`src/rtl/mult_pkg.sv`:
```
// Shared definitions for the multiplier / product accumulator datapath.
package mult_pkg;

  localparam int unsigned PROD_W = 8;

  typedef enum logic [1:0] {
    IDLE = 2'd0,
    ACC  = 2'd1,
    HOLD = 2'd2
  } state_t;

  // Width needed to hold a count from 0 up to and including len.
  function automatic int unsigned cnt_width(input int unsigned len);
    return $clog2(len + 1);
  endfunction

endpackage

```
`src/rtl/product_accumulator_sat_adder.sv`:
```
// Combinational saturating adder: ACC_W-bit accumulator plus an unsigned 8-bit product.
module sat_adder
  import mult_pkg::*;
#(
  parameter int unsigned ACC_W = 16
) (
  input  logic [ACC_W-1:0]  a,
  input  logic [PROD_W-1:0] b,
  output logic [ACC_W-1:0]  sum,
  output logic              sat
);

  logic [ACC_W:0] wide;

  // Add one bit wider than the accumulator; the carry-out marks saturation.
  always_comb begin
    wide = {1'b0, a} + (ACC_W + 1)'(b);
    sat  = wide[ACC_W];
    sum  = sat ? {ACC_W{1'b1}} : wide[ACC_W-1:0];
  end

endmodule

```
`src/rtl/product_accumulator.sv`:
```
// Sums LEN consecutive multiplier products into a saturating ACC_W-bit result and
// presents it on a held valid/ready port.
module product_accumulator
  import mult_pkg::*;
#(
  parameter int unsigned ACC_W = 16,
  parameter int unsigned LEN   = 4
) (
  input  logic                        clk,
  input  logic                        rst,
  input  logic                        clear,
  input  logic [PROD_W-1:0]           prod_in,
  input  logic                        prod_valid,
  output logic                        prod_ready,
  output logic [ACC_W-1:0]            sum_out,
  output logic                        sum_valid,
  input  logic                        sum_ready,
  output logic                        overflow,
  output logic [cnt_width(LEN)-1:0]   count
);

  localparam int unsigned CW = cnt_width(LEN);
  localparam logic [CW-1:0] LEN_C = CW'(LEN);

  state_t         state_q;
  logic [ACC_W-1:0] acc_q;
  logic [ACC_W-1:0] add_sum;
  logic           add_sat;
  logic [CW-1:0]  count_nxt;
  logic           accept;
  logic           handoff;

  sat_adder #(
    .ACC_W(ACC_W)
  ) u_sat_adder (
    .a  (acc_q),
    .b  (prod_in),
    .sum(add_sum),
    .sat(add_sat)
  );

  // clear and rst both block acceptance so no product slips in during an abort.
  assign prod_ready = ~rst & ~clear & (state_q != HOLD);
  assign accept     = prod_valid & prod_ready;
  assign sum_valid  = (state_q == HOLD);
  assign handoff    = sum_valid & sum_ready;
  assign sum_out    = acc_q;
  assign count_nxt  = count + CW'(1);

  // FSM with accumulator, term counter and sticky overflow flag.
  always_ff @(posedge clk or posedge rst) begin
    if (rst) begin
      state_q  <= IDLE;
      acc_q    <= '0;
      count    <= '0;
      overflow <= 1'b0;
    end else if (clear) begin
      state_q  <= IDLE;
      acc_q    <= '0;
      count    <= '0;
      overflow <= 1'b0;
    end else begin
      unique case (state_q)
        IDLE: begin
          if (accept) begin
            acc_q    <= ACC_W'(prod_in);
            count    <= CW'(1);
            overflow <= 1'b0;
            state_q  <= (LEN == 1) ? HOLD : ACC;
          end
        end
        ACC: begin
          if (accept) begin
            acc_q    <= add_sum;
            overflow <= overflow | add_sat;
            count    <= count_nxt;
            if (count_nxt == LEN_C) state_q <= HOLD;
          end
        end
        HOLD: begin
          // acc keeps the delivered value; only sum_valid qualifies it.
          if (handoff) begin
            state_q <= IDLE;
            count   <= '0;
          end
        end
        default: state_q <= IDLE;
      endcase
    end
  end

endmodule
```
`config.mk`:
```
export PLATFORM = sky130hd
export DESIGN_NAME = product_accumulator
export DESIGN_NICKNAME = d
export VERILOG_FILES = /design/src/rtl/mult_pkg.sv /design/src/rtl/product_accumulator_sat_adder.sv /design/src/rtl/product_accumulator.sv
export SDC_FILE = /design/constraint.sdc
export NUM_CORES = 1
export LEC_CHECK = 0
export BUFFER_PORTS_ARGS = -buffer_cell sky130_fd_sc_hd__clkbuf_2
export CAP_MARGIN = 20
export CORE_MARGIN = 2
export CORE_UTILIZATION = 58
export DETAILED_ROUTE_END_ITERATION = 10
export GPL_ROUTABILITY_DRIVEN = 0
export GPL_TIMING_DRIVEN = 0
export PLACE_DENSITY = 0.91
export SETUP_SLACK_MARGIN = 0.5
export SLEW_MARGIN = 0
export SYNTH_ARGS = -nofsm -noshare
export SYNTH_HDL_FRONTEND = slang
export SYNTH_SLANG_ARGS = --single-unit
export TNS_END_PERCENT = 1
```
`constraint.sdc`:
```
create_clock -name clk -period 4.7 [get_ports clk]
set_clock_uncertainty 0.1 [all_clocks]
set_input_delay 0.235 -clock clk [delete_from_list [all_inputs] [get_ports clk]]
set_output_delay 0.235 -clock clk [all_outputs]
set_load 0.01 [all_outputs]
```
# Word-level counts from Yosys, hierarchy flattened
# Cells that the tools add are included.
totals:
  register_bits: 22
  latch_bits: 0
  ram_bits: 0
  rom_bits: 0
  input_bits: 13
  n_memories: 0
op_classes:
  add_sub_neg: 2
  multipliers: 0
  div_mod_pow: 0
  order_cmp: 0
  eq_ne: 8
  shifts: 0
  mux: 20
  n_bitwise: 7
  reduce_logical: 6
ops:
  columns: ["cell", "count"]
  rows:
  - ["$mux W16", 4]
  - ["$pmux W16 S2", 1]
  - ["$add A16 B8 Y17", 1]
  - ["$mux W3", 4]
  - ["$mux W2", 5]
  - ["$ne A3 B3 Y1 const B", 3]
  - ["$pmux W3 S3", 1]
  - ["$reduce_and A4 Y1", 2]
  - ["$pmux W2 S3", 1]
  - ["$and A1 B1 Y1", 4]
  - ["$reduce_bool A4 Y1", 1]
  - ["$add A3 B1 Y3 const B", 1]
  - ["$eq A3 B3 Y1 const B", 1]
  - ["$mux W1", 3]
  - ["$ne A3 B2 Y1 const B", 1]
  - ["$reduce_and A3 Y1", 1]
  - ["$reduce_bool A3 Y1", 1]
  - ["$eq A2 B1 Y1 const B", 1]
  - ["$eq A2 B2 Y1 const B", 1]
  - ["$logic_not A2 Y1", 1]
  - ["$ne A2 B2 Y1 const B", 1]
  - ["$not A1 Y1", 2]
  - ["$pmux W1 S2", 1]
  - ["$or A1 B1 Y1", 1]

# Longest topological paths before layout
logic_depth:
  depth_word: 7
  mapped_depth: 9
  ltp_nobuf: 8

# Hierarchy
# From an unflattened synthesis, not the netlist that was laid out.
hier_totals:
  hier_cells: 190
  hier_area_um2: 1843.0
modules_own_cells:
  columns: ["module", "n_inst", "cells_per_inst", "area_per_inst_um2", "seq_area_each_um2"]
  rows:
  - ["product_accumulator", 1, 99, 1163.6, 550.5]
  - ["sat_adder", 1, 91, 679.4, 0.0]

# Worst setup path before layout
# OpenSTA, ideal clock, no wires.
synth_timing:
  path_type: "flip-flop to flip-flop"
  startpoint: "register acc_q[0] (netlist: sum_out[0])"
  endpoint: "register acc_q[4] (netlist: sum_out[4])"
  t_arrival_ns: 2.063
  required_time_ns: 4.478
  setup_slack_ns: 2.415
  stages_incl_launch_ff: 9
  path_buffers: 0
  synth_period_minus_slack_ns: 2.285
  path_cell_list: "dfrtp_1 > ha_1 > fa_1 > a21o_1 > a221oi_2 > o21a_1 > o21ai_2 > o221ai_1 > nand2_1"
synth_via:
  elab_chain_cells: 5
synth_lines:
  columns: ["element", "line_no", "text"]
  rows:
  - ["start, declared", "product_accumulator.sv:26", "logic [ACC_W-1:0] acc_q;"]
  - ["start signal, assigned", "product_accumulator.sv:66", "acc_q <= ACC_W'(prod_in);"]
  - ["start signal, assigned", "product_accumulator.sv:74", "acc_q <= add_sum;"]
  - ["$add A16 B8 Y17", "product_accumulator_sat_adder.sv:17", "wide = {1'b0, a} + (ACC_W + 1)'(b);"]
  - ["$mux W16", "product_accumulator_sat_adder.sv:19", "sum = sat ? {ACC_W{1'b1}} : wide[ACC_W-1:0];"]
  - ["$mux W16", "product_accumulator.sv:73", "if (accept) begin"]
  - ["$pmux W16 S2", "product_accumulator.sv:63", "unique case (state_q)"]
  - ["$mux W16", "product_accumulator.sv:57", "end else if (clear) begin"]
# Every way passes these cells. The select of a mux whose other input is x is not followed.
# A chain may end at the register's enable or synchronous reset.

# Worst setup path in the final report
layout_timing:
  startpoint: "register acc_q[0] (netlist: sum_out[0])"
  endpoint: "register acc_q[2] (netlist: sum_out[2])"
# Same word-level chain as after synthesis.

==> results.toml <==
[global_routing]
grt_util_all_layers_pct = 23.0
grt_max_degree = 23
grt-ovfl-total = 0
grt_pass1_vias = 1357
antenna_found_initial = 0
grt_pass1_wl_um = 5930

[die]
start_util_pct = 59.9
rows = 19
core_um2 = 2690
die_h_um = 56.7
ioPinCount = 35
die_w_um = 56.7
die-area_um2 = 3210

[status]
violations = "hold timing"
status = "finished with violations"

[worst_setup_path]
reg2reg_slack_ps = 2180
worstPathRequired_ps = 4800
cp.arrival_ps = 2620
crit_fanout = 8
worstSetupEndpointType = "register"
cp-start-kind = "register"
path_class = "reg2reg"

[layout]
multi_input_area_um2 = 996
final_common_cell = "clkbuf_2"
nets = 251
seqCellArea_um2 = 551
drive_gt1_share_pct = 21.7
final_cell_mix = "clkbuf_2 (33), nand2_1 (29), dfrtp_1 (22), nor2_1 (15), ha_1 (14)"
fillers = 232
n_antenna_cell = 0
syn2layout_area_growth_pct = 14.1

[route]
ant_nets = 0
routed-wl-met3_um = 168
wl_met2_um = 1720
drc = 0
wl_met1_um = 1540
vias = 1539
top_layer = "met4"
drt_iter0_markers = 77
routedWlPerCell_um = 13.8
drt_wl_total_um = 3490
dr.pass1.iters = 4
vias_per_cell = 6.11

[clock_tree]
clkTransAtPathRegs_ps = 120
postCtsResizedCells = 0
cts_tree = "built"
root_buffer = "clkbuf_4"
clock_latency_ps = 300
clk_path_buf_depth = 2
cts_setup_buffers = 0
numCtsBuffers = 3
hold_buffers = 0
h-tree-depth = 1
clock-sinks = 22

[placement]
port_buffers = 33
hpwlAfterDp_um = 2680

[min_path]
hp-class = "in2async"

[logic_synthesis]
synthCells = 185
postSynthAreaPerCell_um2 = 8.70
ys_warn_count = 0
async_reset_ff_share_pct = 100
yosysSeqAreaShare_pct = 34.2
ys.flop_type = "dfrtp_1"
synthesis.area_um2 = 1610
synth_seq_cells = 22
synth_edf_count = 0
ys_types = 44
synth_nets = 213

[timing]
period_share_pct = 53.5
relSlewSlack_pct = 45.6
fmax_mhz = 397
slew_viol_final = 0
period_needed_ps = 2520
setup_tns_ps = 0
finalSetupViolCount = 0
hold_viol = 22
holdWs_ps = -13.1
worst_slew_pin_slew_ps = 816
rsz0062_at_grt = "false"

[flow_run]
max_cap_viol_count = 0

[power]
ir_worst_vdd_v = 0.000171
leakage_nw = 0.944
power_per_cell_area_nw_per_um2 = 238
p_total_mw = 0.436
[logic make-up (layout without fill, tap and decap cells)]
| logic type | Yosys count | after routing | share of synthesized area (%) |
|---|---|---|---|
| simple gates | 75 | 75 | 23.2 |
| compound gates | 53 | 53 | 22.7 |
| flops | 22 | 22 | 34.2 |
| fa+ha+maj | 15 | 15 | 12.1 |
| buf+inv | 13 | 49 | 3.96 |
| xor+xnor | 7 | 7 | 3.81 |
[flip-flops by register name, summed over array words and instances, names as in the netlist]
register / cells
overflow: 1
count: 3
sum_out: 16
state_q: 2
[cell type report]
type,count,share of cell area [%]
Multi-Input combinational cell,150,54.2
Sequential cell,22,30.0
Timing Repair Buffer,33,8.99
Buffer,7,2.25
Tap cell,31,2.11
Clock buffer,3,1.23
Inverter,6,1.23
[layer usage]
layer	vias to the layer above	track usage [%]
li1	754	-
met1	730	30.5
met2	49	38.7
met3	6	2.53
met4	0	8.16
met5	-	0
[report_power, final]
part	internal [mW]	leakage, nW	switching, mW
Clock	0.0299	0.0138	0.0543
Combinational	0.0563	0.628	0.0855
Sequential	0.199	0.302	0.0111
[metrics by stage]
step / std cells / hold WS (ps) / setup slack [ps] / area (µm²) / util, %
6_report: 252 / -13.1 / 2180 / 1840 / 68.4
5_1_grt: 252 / 13.4 / 2020 / 1840 / 68.4
4_1_cts: 252 / 18.8 / 2170 / 1840 / 68.4
3_5_place_dp: 249 / 347 / 2190 / 1810 / 67.5
3_3_place_gp: 249 / 344 / 2260 / 1810 / 67.5
2_1_floorplan: 185 / 124 / 2420 / 1610 / -
[Yosys cell counts, types with 5 or more instances]
cell type / count / area share (%)
nor2_1: 15 / 3.5
a31oi_1: 5 / 1.9
o221ai_1: 7 / 3.8
nand3_1: 9 / 2.8
o21ai_0: 10 / 3.1
a21oi_1: 12 / 3.7
nand2_1: 29 / 6.8
xnor2_1: 5 / 2.7
dfrtp_1: 22 / 34
ha_1: 14 / 11
inv_1: 6 / 1.4
[path summary, 6_finish.rpt]
| kind | start | end | depth (start not counted) |
|---|---|---|---|
| min in group clk | clear | state_q[0] | 2 |
| worst max-delay path | sum_out[0] | sum_out[2] | 8 |
| worst max register to register | sum_out[0] | sum_out[2] | 8 |
| worst min-delay path | rst | state_q[0] | 2 |
| max in group asynchronous | rst | sum_out[13] | 2 |
| worst min register to register | overflow | overflow | 2 |
[critical path, cell delays in order (launching register included)]
cell	delay, ps
dfrtp_1	420
ha_1	240
fa_1	420
a21o_1	230
a221oi_2	320
o21a_1	230
o21ai_2	150
o221ai_1	230
nand2_1	70
Note: power is estimated with default switching activity, not from simulation.
